### src/rtl/round_robin_arbiter.sv
// Round-robin arbiter with registered one-hot grants, owner-held tenures and an
// optional hold-limit timer that forces release after HOLD_MAX cycles.
module round_robin_arbiter #(
    parameter int WIDTH          = 8,
    parameter int HOLD_MAX       = 16,
    parameter int IMPLEMENTATION = 0,
    localparam int WIDTH_LOG     = $clog2(WIDTH)
) (
    input  logic                 clk,
    input  logic                 rst_n,
    input  logic [WIDTH-1:0]     req,
    output logic [WIDTH-1:0]     gnt,
    output logic [WIDTH_LOG-1:0] gnt_idx,
    output logic                 gnt_vld,
    output logic                 tmo
);

    localparam int CNT_W = (HOLD_MAX > 0) ? $clog2(HOLD_MAX + 1) : 1;
    localparam logic [CNT_W-1:0] CNT_LAST = CNT_W'((HOLD_MAX > 0) ? HOLD_MAX - 1 : 0);

    typedef enum logic {IDLE, BUSY} state_t;

    state_t               state_q, state_d;
    logic [WIDTH-1:0]     gnt_q, gnt_d;
    logic [WIDTH_LOG-1:0] idx_q, idx_d;
    logic [WIDTH-1:0]     msk_q, msk_d;
    logic [CNT_W-1:0]     cnt_q, cnt_d;
    logic                 tmo_q, tmo_d;

    logic                 rel_norm, rel_frc, load;
    logic [WIDTH-1:0]     arb_in, arb_msk, arb_sel, arb_out;
    logic [WIDTH_LOG-1:0] arb_idx;

    assign rel_norm = (state_q == BUSY) && ((req & gnt_q) == '0);
    assign rel_frc  = (state_q == BUSY) && (HOLD_MAX != 0) && (cnt_q == CNT_LAST) && !rel_norm;

    // On a normal release the departing owner is excluded; gnt_q is zero in IDLE.
    assign arb_in  = rel_frc ? req : (req & ~gnt_q);
    assign arb_msk = arb_in & msk_q;
    assign arb_sel = (arb_msk != '0) ? arb_msk : arb_in;

    generate
        if (IMPLEMENTATION == 0) begin : g_adder
            assign arb_out = arb_sel & (~arb_sel + WIDTH'(1));
        end else begin : g_loop
            always_comb begin
                arb_out = '0;
                for (int i = WIDTH - 1; i >= 0; i--)
                    if (arb_sel[i]) arb_out = WIDTH'(1) << i;
            end
        end
    endgenerate

    always_comb begin
        arb_idx = '0;
        for (int i = 0; i < WIDTH; i++)
            if (arb_out[i]) arb_idx = WIDTH_LOG'(i);
    end

    always_comb begin
        state_d = state_q;
        gnt_d   = gnt_q;
        idx_d   = idx_q;
        msk_d   = msk_q;
        cnt_d   = cnt_q;
        tmo_d   = 1'b0;
        load    = 1'b0;
        case (state_q)
            IDLE: load = (req != '0);
            BUSY: begin
                if (rel_norm || rel_frc) begin
                    load  = 1'b1;
                    tmo_d = rel_frc;
                end else begin
                    cnt_d = cnt_q + CNT_W'(1);
                end
            end
            default: state_d = IDLE;
        endcase
        if (load) begin
            gnt_d = arb_out;
            idx_d = arb_idx;
            cnt_d = '0;
            if (arb_out != '0) begin
                state_d = BUSY;
                // Everything strictly above the new grantee gets priority next time.
                msk_d   = ~(arb_out | (arb_out - WIDTH'(1)));
            end else begin
                state_d = IDLE;
            end
        end
    end

    always_ff @(posedge clk or negedge rst_n) begin
        if (!rst_n) begin
            state_q <= IDLE;
            gnt_q   <= '0;
            idx_q   <= '0;
            msk_q   <= '1;
            cnt_q   <= '0;
            tmo_q   <= 1'b0;
        end else begin
            state_q <= state_d;
            gnt_q   <= gnt_d;
            idx_q   <= idx_d;
            msk_q   <= msk_d;
            cnt_q   <= cnt_d;
            tmo_q   <= tmo_d;
        end
    end

    assign gnt     = gnt_q;
    assign gnt_idx = idx_q;
    assign gnt_vld = |gnt_q;
    assign tmo     = tmo_q;

endmodule

### config.mk
export PLATFORM = sky130hd
export DESIGN_NAME = round_robin_arbiter
export DESIGN_NICKNAME = d
export VERILOG_FILES = /design/src/rtl/round_robin_arbiter.sv
export SDC_FILE = /design/constraint.sdc
export NUM_CORES = 1
export LEC_CHECK = 0
export CORE_MARGIN = 1.5
export CORE_UTILIZATION = 54
export CTS_CLUSTER_DIAMETER = 40
export DETAILED_ROUTE_END_ITERATION = 6
export PLACE_DENSITY = 0.76
export RECOVER_POWER = 50
export SETUP_SLACK_MARGIN = 0.02
export SLEW_MARGIN = 5
export SYNTH_ARGS = -nofsm -noshare
export SYNTH_HDL_FRONTEND = slang
export SYNTH_SLANG_ARGS = --single-unit
### constraint.sdc
create_clock -name clk -period 3.56 [get_ports clk]
set_input_delay 0.712 -clock clk [delete_from_list [all_inputs] [get_ports clk]]
set_output_delay 0.712 -clock clk [all_outputs]
set_load 0.02 [all_outputs]
Word-level counts from Yosys, hierarchy flattened

Cells that the tools add are included.

Register bits: 26
Input port bits: 10
Logic and storage cells: 50

$add $sub $neg: 3
Equality and inequality tests: 2
Multiplexer cells: 17
Bitwise logic cells: 9
Reductions and logical operators: 13

Operator list:

| operator            | number |
|---|---|
| $and 8x8->8         | 4 |
| $not 8->8           | 3 |
| $reduce_bool 8->1   | 3 |
| $mux 8              | 2 |
| $mux 5              | 3 |
| $mux 3              | 4 |
| $add 8x1->8 const B | 1 |
| $logic_not 8->1     | 1 |
| $or 8x8->8          | 1 |
| $reduce_or 8->1     | 1 |
| $sub 8x1->8 const B | 1 |
| $add 5x1->5 const B | 1 |
| $eq 5x4->1 const B  | 1 |
| $mux 1              | 5 |
| $mux 2              | 2 |
| $reduce_and 2->1    | 2 |
| $logic_and 1x1->1   | 3 |
| $ne 2x2->1 const B  | 1 |
| $pmux 1 s2          | 1 |
| $reduce_bool 2->1   | 1 |
| $logic_not 1->1     | 1 |
| $logic_or 1x1->1    | 1 |
| $not 1->1           | 1 |

Logic depth before layout (Yosys ltp)

Depth in word-level cells: 19
Mapped depth: 11

Worst setup path before layout

No wires, ideal clock.

Path kind: register -> register
Start point: register cnt_q[0]
End point: register idx_q[1], in the netlist gnt_idx[1]
Setup time: 0.077 ns
Arrival time: 2.690 ns
Slack: 0.793 ns
Cell stages (with the launch flop): 12
Path buffers: 1
Period minus slack after synthesis: 2.767 ns
Path through: dfrtp_1 -> ha_1 -> and3_1 -> ha_1 -> a21bo_1 -> a32o_1 -> nor2_2 -> and2_4 -> buf_6 -> mux2_4 -> o32a_1 -> a21oi_1

Cells in the longest elaborated chain, start to end: 16
Elaborated cells between the ends (all ways): 19

Ends and longest elaborated chain:

| what                                | line | RTL |
|---|---|---|
| start: declaration                  | 27   | `logic [CNT_W-1:0] cnt_q, cnt_d;` |
| start signal: assignment            | 107  | `cnt_q <= cnt_d;` |
| $eq 5x4->1 (*)                      | 35   | `assign rel_frc = (state_q == BUSY) && (HOLD_MAX != 0) && (cnt_q == CNT_LAST) && !rel_norm;` |
| $logic_and 1x1->1 (*) (2 in series) | 35   |  |
| $mux 8                              | 38   | `assign arb_in = rel_frc ? req : (req & ~gnt_q);` |
| $and 8x8->8                         | 39   | `assign arb_msk = arb_in & msk_q;` |
| $reduce_bool 8->1                   | 40   | `assign arb_sel = (arb_msk != '0) ? arb_msk : arb_in;` |
| $mux 8                              | 40   |  |
| $not 8->8                           | 44   | `assign arb_out = arb_sel & (~arb_sel + WIDTH'(1));` |
| $add 8x1->8                         | 44   |  |
| $and 8x8->8                         | 44   |  |
| $mux 2 (2 in series)                | 57   | `if (arb_out[i]) arb_idx = WIDTH_LOG'(i);` |
| $mux 3 (4 in series)                | 57   |  |
| end signal: assignment              | 105  | `idx_q <= idx_d;` |
| end: declaration                    | 25   | `logic [WIDTH_LOG-1:0] idx_q, idx_d;` |

Mark *: on every way between the ends. The rest lies on a longest branch, timed or not.
A chain may end at the register's enable or synchronous reset.

Final worst setup path

Start point: input port req[5]
End point: register idx_q[1], in the netlist gnt_idx[1]

Cells in the longest elaborated chain, start to end: 18
Elaborated cells between the ends (all ways): 23

Ends and longest elaborated chain:

| what                 | line | RTL |
|---|---|---|
| start: declaration   | 11   | `input logic [WIDTH-1:0] req,` |
| $and 8x8->8          | 34   | `assign rel_norm = (state_q == BUSY) && ((req & gnt_q) == '0);` |
| $logic_not 8->1      | 34   |  |
| $logic_and 1x1->1    | 34   |  |
| $logic_not 1->1      | 35   |  |
| $logic_and 1x1->1    | 35   |  |
| $mux 8               | 38   |  |
| $and 8x8->8          | 39   |  |
| $reduce_bool 8->1    | 40   |  |
| $mux 8               | 40   |  |
| $not 8->8            | 44   |  |
| $add 8x1->8          | 44   |  |
| $and 8x8->8          | 44   |  |
| $mux 2 (2 in series) | 57   |  |
| $mux 3 (4 in series) | 57   |  |

Parallel ways exist; a longest one is shown, timed or not.

==> metrics.csv <==
metric;value;unit
outcome;complete, no violations;
Worst Slack Setup Final;0.506;ns
Critical Path Sink Type;flip-flop;
total placed instance area;1940;um^2
I/O Buffers;22;
dpl cells;234;
worst-path cell chain;dlygate4sd3_1 > a22oi_1 > nor2_1 > nor4_4 > and2_4 > mux2_4 > o32a_1 > a21oi_1;
fraction of layout cells with a size suffix above 1;0.145;
ys async rst share;1.00;
RR Endpoint;gnt_idx[1]$_DFFE_PN0P_;
Worst EP arrival;3.33;ns
routed len/inst;18.1;um
EDFF count, synth;0;
Non-Filler Cell Area, Final;1980;um^2
Yosys warnings;0;
Tcrit/Tclk final;0.858;
Worst Hold Depth;1;
placer congestion estimate;0.973;
DR iter-0 viols;141;
post-synthesis sequential area ratio;0.396;
filler cell count;224;
dominant cell type by area after synthesis;dfrtp_1;
CP Class;input pin to flip-flop;
P_leak;0.839;nW
Buffers & Inverters on Critical Path;1;
Via-to-Cell Ratio;6.73;
Worst-path clk slew;0.15;ns
Worst R2R Setup Slack;0.55;ns
fmax;327;MHz
synthesized net count;192;
fin util;0.694;
Hold Path Class;flip-flop to flip-flop;
headroom to the max-slew limit;0.316;
CP peak stage delay;0.64;ns
crit path max-delay cell type;dlygate4sd3_1;
setup repair after global routing missed its margin;false;
row count;19;
Hold Vio Cnt, Final;0;
aggregate global routing overflow;0;
vias in the first global route;1480;
Final Setup Violations;0;
All-Layer GR Usage;0.275;
ys flop type;dfrtp_1;
CTS max path bufs;2;
final non-filler cell total;238;
Max Transition Viols Final;0;
Synth area leaders;dfrtp_1 27%, dfstp_2 13%, nand2_1 5.4%;
Initial Util;0.586;
core area;2850;um^2
worst skew pair latency;0.34;ns
Routed Antenna Nets;0;
hold path start;gnt_idx[2]$_DFFE_PN0P_;
Clock Sinks;26;
Netlist cell types;60;
crit-path max FO;8;
post-synth top area share;0.270;
first-pass GRT wire length;7070;um
WL final;4310;um
TNS Setup;0;ns
worst slack, placed;0.340;ns
Max VDD drop;0.718;mV
CTS Hold Bufs;0;
hpwl dp;3290;um
cells on worst reg2reg path;10;
Worst-Margin Slew;1.02;ns
clk_skew;0.00760;ns
flops & latches, synth;26;
initial antenna violation count;0;
Antenna Cells;0;
Power Density;987;nW/um^2
TritonRoute pass-1 iters;7;
CTS tree;yes;
r2r startpoint;cnt_q[0]$_DFFE_PN0P_;
root buffer cell;clkbuf_4;
Post-synth top cells;24 x nand2_1, 18 x dfrtp_1, 15 x nor2_1;
Die Area;3440;um^2
max_cap viols;0;
final net count;220;
largest net degree at the start of global routing;25;
Min Clock Period, post-route;3.05;ns
Remaining DRCs;0;
post_cts resized;0;
Area growth, synth to finish;18.6;%
Worst EP required;3.83;ns
CP startpoint kind;input pin;
CP delay by family, top;simple AND/OR/NAND/NOR gates;
via count;1601;
CP Depth;8;
I/O pin total;23;
syn_area_per_cell;9.28;um^2
number of setup buffers added after CTS;0;
chip height;58.6;um
synthesized instance count;180;
die width;58.6;um
mapped cell area;1670;um^2
worst hold endpoint;gnt_idx[2]$_DFFE_PN0P_;
H-Tree Depth;1;
TritonCTS Buffers;3;
top-count cell post-synth;nand2_1;
==> cell type report <==
class,instances,area [um^2],area share
Tap cell,31,38.8,0.0196
Sequential cell,26,661,0.334
Inverter,7,26.3,0.0133
Clock buffer,3,22.5,0.0114
Clock inverter,1,30.0,0.0152
Timing Repair Buffer,27,250,0.126
Multi-Input combinational cell,143,952,0.481
==> report_power, final <==
part           switching [mW]  internal, mW  leakage (nW)
Sequential              0.131         0.434         0.318
Clock                  0.0975         0.114        0.0279
Combinational           0.682         0.497         0.493
==> placed cells by master (no fill, tap or decap), types with 4 or more instances in the layout <==
cell and n:
nand2_1 24, a21boi_1 4, a21oi_1 9, nor2_1 15
a21o_1 5, dfstp_2 8, clkdlybuf4s50_1 15, o21ai_0 9
inv_1 7, dfrtp_1 18, dlygate4sd3_1 7, a22oi_1 5
and2_1 5
==> how the worst max path moves through the flow <==
stage	start	to	slack (ns)
2_1_floorplan	cnt_q[0]$_DFFE_PN0P_	gnt_idx[1]$_DFFE_PN0P_	0.79
3_3_place_gp	req[5]	gnt_idx[1]$_DFFE_PN0P_	0.44
3_5_place_dp	req[5]	gnt_idx[1]$_DFFE_PN0P_	0.34
4_1_cts	cnt_q[0]$_DFFE_PN0P_	gnt_idx[1]$_DFFE_PN0P_	0.54
5_1_grt	cnt_q[0]$_DFFE_PN0P_	gnt_idx[1]$_DFFE_PN0P_	0.38
6_report	req[5]	gnt_idx[1]$_DFFE_PN0P_	0.51
==> registers in the layout (all words and copies together), names as in the netlist <==
name and count:
gnt 8, msk_q 8, cnt_q 5, gnt_idx 3, state_q 1, tmo 1
==> routing by layer <==
| metal | vias to the layer above | global-route usage | share of wire |
|---|---|---|---|
| li1 | 734 | - | - |
| met1 | 772 | 0.383 | 0.44 |
| met2 | 80 | 0.449 | 0.46 |
| met3 | 15 | 0.0286 | 0.072 |
| met4 | 0 | 0.0974 | 0.026 |
| met5 | - | 0 | 0 |
==> cell families after synthesis <==
family / after synthesis / share of synthesized area
mux: 1 / 0.00899
fa+ha+maj: 2 / 0.0150
flops: 26 / 0.396
compound gates: 69 / 0.313
simple gates: 69 / 0.222
buf+inv: 11 / 0.0345
xor+xnor: 2 / 0.0105
==> through the flow <==
stage,power (mW),hold slack [ns]
2_1_floorplan,1.37,0.416
3_3_place_gp,1.72,0.463
3_5_place_dp,1.74,0.471
4_1_cts,1.96,0.504
5_1_grt,2.09,0.514
6_report,1.96,0.501
(Power assumes the default switching activity.)
